**src/rtl/reg_bank_sb.sv**
```systemverilog
// General-purpose register bank with pending-write scoreboard, same-cycle
// writeback bypass to the read ports and a one-register-per-cycle bulk clear.
module reg_bank_sb #(
  parameter int XLEN     = 32,
  parameter int ADDR_W   = 5,
  parameter int ZERO_REG = 1,
  parameter int BYPASS   = 1
) (
  input  logic              clk,
  input  logic              rst_n,
  input  logic [ADDR_W-1:0] rs1_addr_i,
  input  logic [ADDR_W-1:0] rs2_addr_i,
  output logic [XLEN-1:0]   rs1_data_o,
  output logic [XLEN-1:0]   rs2_data_o,
  output logic              rs1_busy_o,
  output logic              rs2_busy_o,
  input  logic              wr_en_i,
  input  logic [ADDR_W-1:0] rd_addr_i,
  input  logic [XLEN-1:0]   data_i,
  input  logic              alloc_en_i,
  input  logic [ADDR_W-1:0] alloc_addr_i,
  input  logic              clear_i,
  output logic              busy_o
);

  localparam int NREGS = 2 ** ADDR_W;

  typedef enum logic {IDLE, CLEAR} state_t;

  state_t            state_q;
  logic [ADDR_W-1:0] cnt_q;
  logic              busy_q;

  logic [XLEN-1:0]   regs_q [NREGS];
  logic [XLEN-1:0]   regs_d [NREGS];
  logic [NREGS-1:0]  pending_q;
  logic [NREGS-1:0]  pending_d;

  logic              idle;
  logic              wr_ok;
  logic              alloc_ok;

  logic [ADDR_W-1:0] raddr [2];
  logic [XLEN-1:0]   rdata [2];
  logic              rbusy [2];

  assign idle     = (state_q == IDLE);
  assign wr_ok    = wr_en_i    && !((ZERO_REG != 0) && (rd_addr_i    == '0));
  assign alloc_ok = alloc_en_i && !((ZERO_REG != 0) && (alloc_addr_i == '0));

  // Clear engine: walks cnt_q over every register, then drops back to IDLE
  always_ff @(posedge clk or negedge rst_n) begin
    if (!rst_n) begin
      state_q <= IDLE;
      cnt_q   <= '0;
      busy_q  <= 1'b0;
    end else if (state_q == IDLE) begin
      if (clear_i) begin
        state_q <= CLEAR;
        cnt_q   <= '0;
        busy_q  <= 1'b1;
      end
    end else begin
      cnt_q <= cnt_q + ADDR_W'(1);
      if (cnt_q == {ADDR_W{1'b1}}) begin
        state_q <= IDLE;
        busy_q  <= 1'b0;
      end
    end
  end

  // Alloc is applied after the writeback release so a same-address set wins
  always_comb begin
    regs_d    = regs_q;
    pending_d = pending_q;
    if (idle) begin
      if (wr_ok) begin
        regs_d[rd_addr_i]    = data_i;
        pending_d[rd_addr_i] = 1'b0;
      end
      if (alloc_ok) begin
        pending_d[alloc_addr_i] = 1'b1;
      end
    end else begin
      regs_d[cnt_q]    = '0;
      pending_d[cnt_q] = 1'b0;
    end
  end

  always_ff @(posedge clk or negedge rst_n) begin
    if (!rst_n) begin
      for (int i = 0; i < NREGS; i++) begin
        regs_q[i] <= '0;
      end
      pending_q <= '0;
    end else begin
      regs_q    <= regs_d;
      pending_q <= pending_d;
    end
  end

  assign raddr[0] = rs1_addr_i;
  assign raddr[1] = rs2_addr_i;

  always_comb begin
    for (int p = 0; p < 2; p++) begin
      rdata[p] = regs_q[raddr[p]];
      rbusy[p] = pending_q[raddr[p]];
      if ((ZERO_REG != 0) && (raddr[p] == '0)) begin
        rdata[p] = '0;
        rbusy[p] = 1'b0;
      end else if ((BYPASS != 0) && idle && wr_en_i && (rd_addr_i == raddr[p])) begin
        rdata[p] = data_i;
        rbusy[p] = 1'b0;
      end
    end
  end

  assign rs1_data_o = rdata[0];
  assign rs2_data_o = rdata[1];
  assign rs1_busy_o = rbusy[0];
  assign rs2_busy_o = rbusy[1];
  assign busy_o     = busy_q;

endmodule

```
**config.mk**
```make
export PLATFORM = sky130hd
export DESIGN_NAME = reg_bank_sb
export DESIGN_NICKNAME = d
export VERILOG_FILES = /design/src/rtl/reg_bank_sb.sv
export SDC_FILE = /design/constraint.sdc
export NUM_CORES = 2
export LEC_CHECK = 0
export CAP_MARGIN = 20
export CORE_MARGIN = 2
export CORE_UTILIZATION = 39
export CTS_CLUSTER_DIAMETER = 50
export DETAILED_ROUTE_END_ITERATION = 8
export GPL_TIMING_DRIVEN = 0
export MAX_ROUTING_LAYER = met4
export SLEW_MARGIN = 0
export SYNTH_ARGS = -nofsm -noshare
export SYNTH_HDL_FRONTEND = slang
export SYNTH_SLANG_ARGS = --single-unit
```
**constraint.sdc**
```tcl
create_clock -name clk -period 3.4 [get_ports clk]
set_clock_uncertainty 0.2 [all_clocks]
set_input_delay 0.68 -clock clk [delete_from_list [all_inputs] [get_ports clk]]
set_output_delay 0.68 -clock clk [all_outputs]
set_load 0.005 [all_outputs]
```
==> flow_metrics.tcl <==
set metrics [dict create \
    status "finished, violations left" \
    violations "negative setup slack" \
    cts_tree "yes" \
    finalSetupViolations 177 \
    cts.path.max_buffers 3 \
    async_flop_share_pct 100 \
    grt_pass1_vias 48000 \
    synth_area_leaders "dfrtp_1 (48%), mux4_2 (18%), a22o_1 (16%)" \
    drcViolationCount 0 \
    synth-seq-area-share_pct 47.8 \
    fp.dieW_um 382 \
    yosys.area.top_type "dfrtp_1" \
    synth_top_area_share_pct 47.8 \
    pwr-share-comb_pct 22.9 \
    synth_edf_count 0 \
    grt_pass1_wl_um 412000 \
    gr-usage-all-layers_pct 42.4 \
    ys_types 65 \
    cts_buffers 144 \
    p_clk_share_pct 39.5 \
    syn_area_um2 55700 \
    place_area_um2 59200 \
    synth_nets 4247 \
    grt_setup_unrepaired "true" \
    cp_top_family "buffers and inverters" \
    path_class "input port to primary output" \
    io_buffers 82 \
    grt_overflow 0 \
    antenna_found_initial 20 \
    period_minus_slack_ns 4.07 \
    worstSetupStartpointType "input port" \
    timing.slew.headroom_pct 17.4 \
    path_cells "buf_4 > buf_12 > buf_4 > clkbuf_2 > mux4_2 > a221oi_4 > a21oi_4 > buf_2" \
    drt-initial-drc-count 8187 \
    synth_ff_type "dfrtp_1" \
    routed_via_density 7.37 \
    wl_per_cell_um 44.8 \
    area_delta_synth_final_pct 31.7 \
    avgSynthCellArea_um2 13.3 \
    leakage_nw 31.9 \
    fin_nets 4840 \
    ir_drop_uv 489 \
    finalSetupTns_ns -34.12 \
    synth_common_cells "dfrtp_1 (1,063), a22o_1 (991), mux4_2 (434)" \
    p_sw_w 0.0131 \
    synth_cells 4185 \
    worstPathMaxFanout 10 \
    fmax_mhz 245 \
    hold_ws_ns 0.139 \
    drtAntennaViolNets 0 \
    slowest_stage "a221oi_4" \
    core.rowCount 138 \
    slew_viol_final 0 \
    fin_ws_ns -0.675 \
    drtPass1Iterations 7 \
    max_cap_violations 0 \
    vias 50100 \
    seqPwrFrac_pct 37.6 \
    die_h_um 382 \
    hp-class "input port to flip-flop" \
    yosys_register_bits 1063 \
    worstSkewPairLatency_ns 0.82 \
    grt_max_degree 160 \
    max_stage_delay_ns 0.60 \
    critPathBufInv 5 \
    dp_hpwl_um 210000 \
    yosys_warnings 0 \
    root_buffer "clkbuf_16" \
    hold_viol 0 \
    coreArea_um2 142000 \
    wl_um 305000 \
    ios 124 \
    worst_setup_path_end_kind "primary output" \
    synthMostInstantiatedCell "dfrtp_1" \
    p_int_w 0.0272 \
    powerDensity_nw_per_um2 550 \
    period_share_pct 120 \
    die-area_um2 146000 \
    critical_path.most_common_cell "buf_4" \
    p_sw_share_pct 32.6 \
    start_util_pct 39.3 \
    final_cell_area_um2 73300 \
    worst_pin_slew_ns 1.24 \
    routabilityCongestion 1.07 \
    clkSinkCount 1063 \
    critPathArrivalTime_ns 3.19 \
    cts.clk_slew.worst_paths_ns 0.05 \
    drive_gt1_share_pct 37.7 \
    critPathRequiredTime_ns 2.52 \
    cts_htree_levels 4 \
]
[metal layers]
layer	vias to the layer above	GRT usage [%]	share of wire [%]	wire (um)
li1	18200	-	-	-
met1	26200	52.9	36	110000
met2	4588	56.2	41	124000
met3	1199	14.9	14	41600
met4	0	31.9	9.5	29100
met5	-	-	0	0
[worst paths after layout]
check	cells past startpoint	slack (ns)	to	startpoint
setup / recovery	8	-0.67	rs1_data_o[17]	rs1_addr_i[2]
hold / removal	2	0.14	regs_q[956]$_DFFE_PN0P_	data_i[28]
setup reg to reg	10	-0.26	regs_q[949]$_DFFE_PN0P_	state_q$_DFF_PN0_
hold reg to reg	1	0.31	regs_q[1009]$_DFFE_PN0P_	regs_q[1009]$_DFFE_PN0P_
max in group asynchronous	5	0.39	regs_q[695]$_DFFE_PN0P_	rst_n
min in group asynchronous	2	0.21	regs_q[199]$_DFFE_PN0P_	rst_n
[state kept, by name, summed over array words and instances, names as in the netlist]
name	cells
busy_o	1
regs_q	1024
cnt_q	5
state_q	1
pending_q	32
[logic make-up (layout without fill, tap and decap cells)]
| logic type | after synthesis | in the layout | share of synthesized area, % |
|---|---|---|---|
| buffers and inverters | 558 | 1266 | 4.87 |
| adders and majority gates | 5 | 5 | 0.112 |
| muxes | 640 | 640 | 21.5 |
| other | 0 | 17 | 0 |
| xor gates and xnor gates | 12 | 12 | 0.189 |
| and+or+nand+nor | 425 | 426 | 3.92 |
| AOI/OAI and AO/OA | 1482 | 1482 | 21.7 |
| DFF | 1063 | 1063 | 47.8 |
[power by group through the flow]
stage	registers (W)	logic (W)	clock network, W
3_5_place_dp	0.0152	0.00737	0
2_1_floorplan	0.0148	0.00422	0
3_3_place_gp	0.0153	0.00721	0
6_report	0.0151	0.00923	0.0159
5_1_grt	0.0152	0.00933	0.0165
4_1_cts	0.0150	0.00859	0.0159
[cells in the final DEF (no fill, tap or decap), types with 15 or more instances in the layout]
cell type  count
a21oi_1       19
buf_1         45
dfrtp_1     1061
buf_2        120
buf_6         87
o22ai_4       31
nor2_1        69
o22ai_2       19
buf_12       121
o211ai_1      30
nor2_2        24
o21ai_0       55
clkbuf_2      24
mux4_2       435
o22ai_1       40
a22oi_2       30
nor2_4        27
a22oi_1       30
clkbuf_8      38
o21ai_1       17
buf_4        206
a32o_2        16
mux2i_1      130
buf_8         35
diode_2       17
a22o_1       988
clkbuf_16    160
buf_16        76
mux2_2        52
a21oi_2       40
nand2_1      104
and2_1        38
clkinv_2      21
clkbuf_1     244
nor3_4        15
a221oi_4      21
nor2b_1       15
[worst register-to-register path: cells and delay by family, from the launching register on]
| kind | cells | cell delay (ns) |
|---|---|---|
| buffers and inverters | 5 | 1.37 |
| DFF | 1 | 0.39 |
| AOI/OAI and AO/OA | 2 | 0.83 |
| and+or+nand+nor | 3 | 0.78 |
[repair_timing]
action	CTS	global route
setup endpoints to repair	76	250
pin swaps	201	155
hold endpoints to repair	67	0
buffers inserted	266	100
gates cloned	18	5
gates resized for setup	1360	236
hold buffers	1	0
[final cells by class]
| cell class | instances | area [um2] |
|---|---|---|
| Antenna cell | 17 | 42.5 |
| Sequential cell | 1063 | 26600 |
| Clock buffer | 187 | 4010 |
| Tap cell | 1890 | 2360 |
| Multi-Input combinational cell | 2565 | 29200 |
| Clock inverter | 75 | 920 |
| Inverter | 7 | 33.8 |
| Buffer | 526 | 4690 |
| Fill cell | 12100 | 68200 |
| Timing Repair Buffer | 471 | 5510 |
[through the flow]
stage               setup slack [ns]  std cells  util [%]  power [W]
floorplan                      0.217       4185         -     0.0191
global placement              -48.97       6157      41.6     0.0225
detailed placement             -3.52       6171      41.8     0.0226
CTS                           -0.487       6704      50.7     0.0395
global route                  -0.569       6792      51.8     0.0410
finish                        -0.675       6801      51.8     0.0403
(Power assumes the default switching activity.)
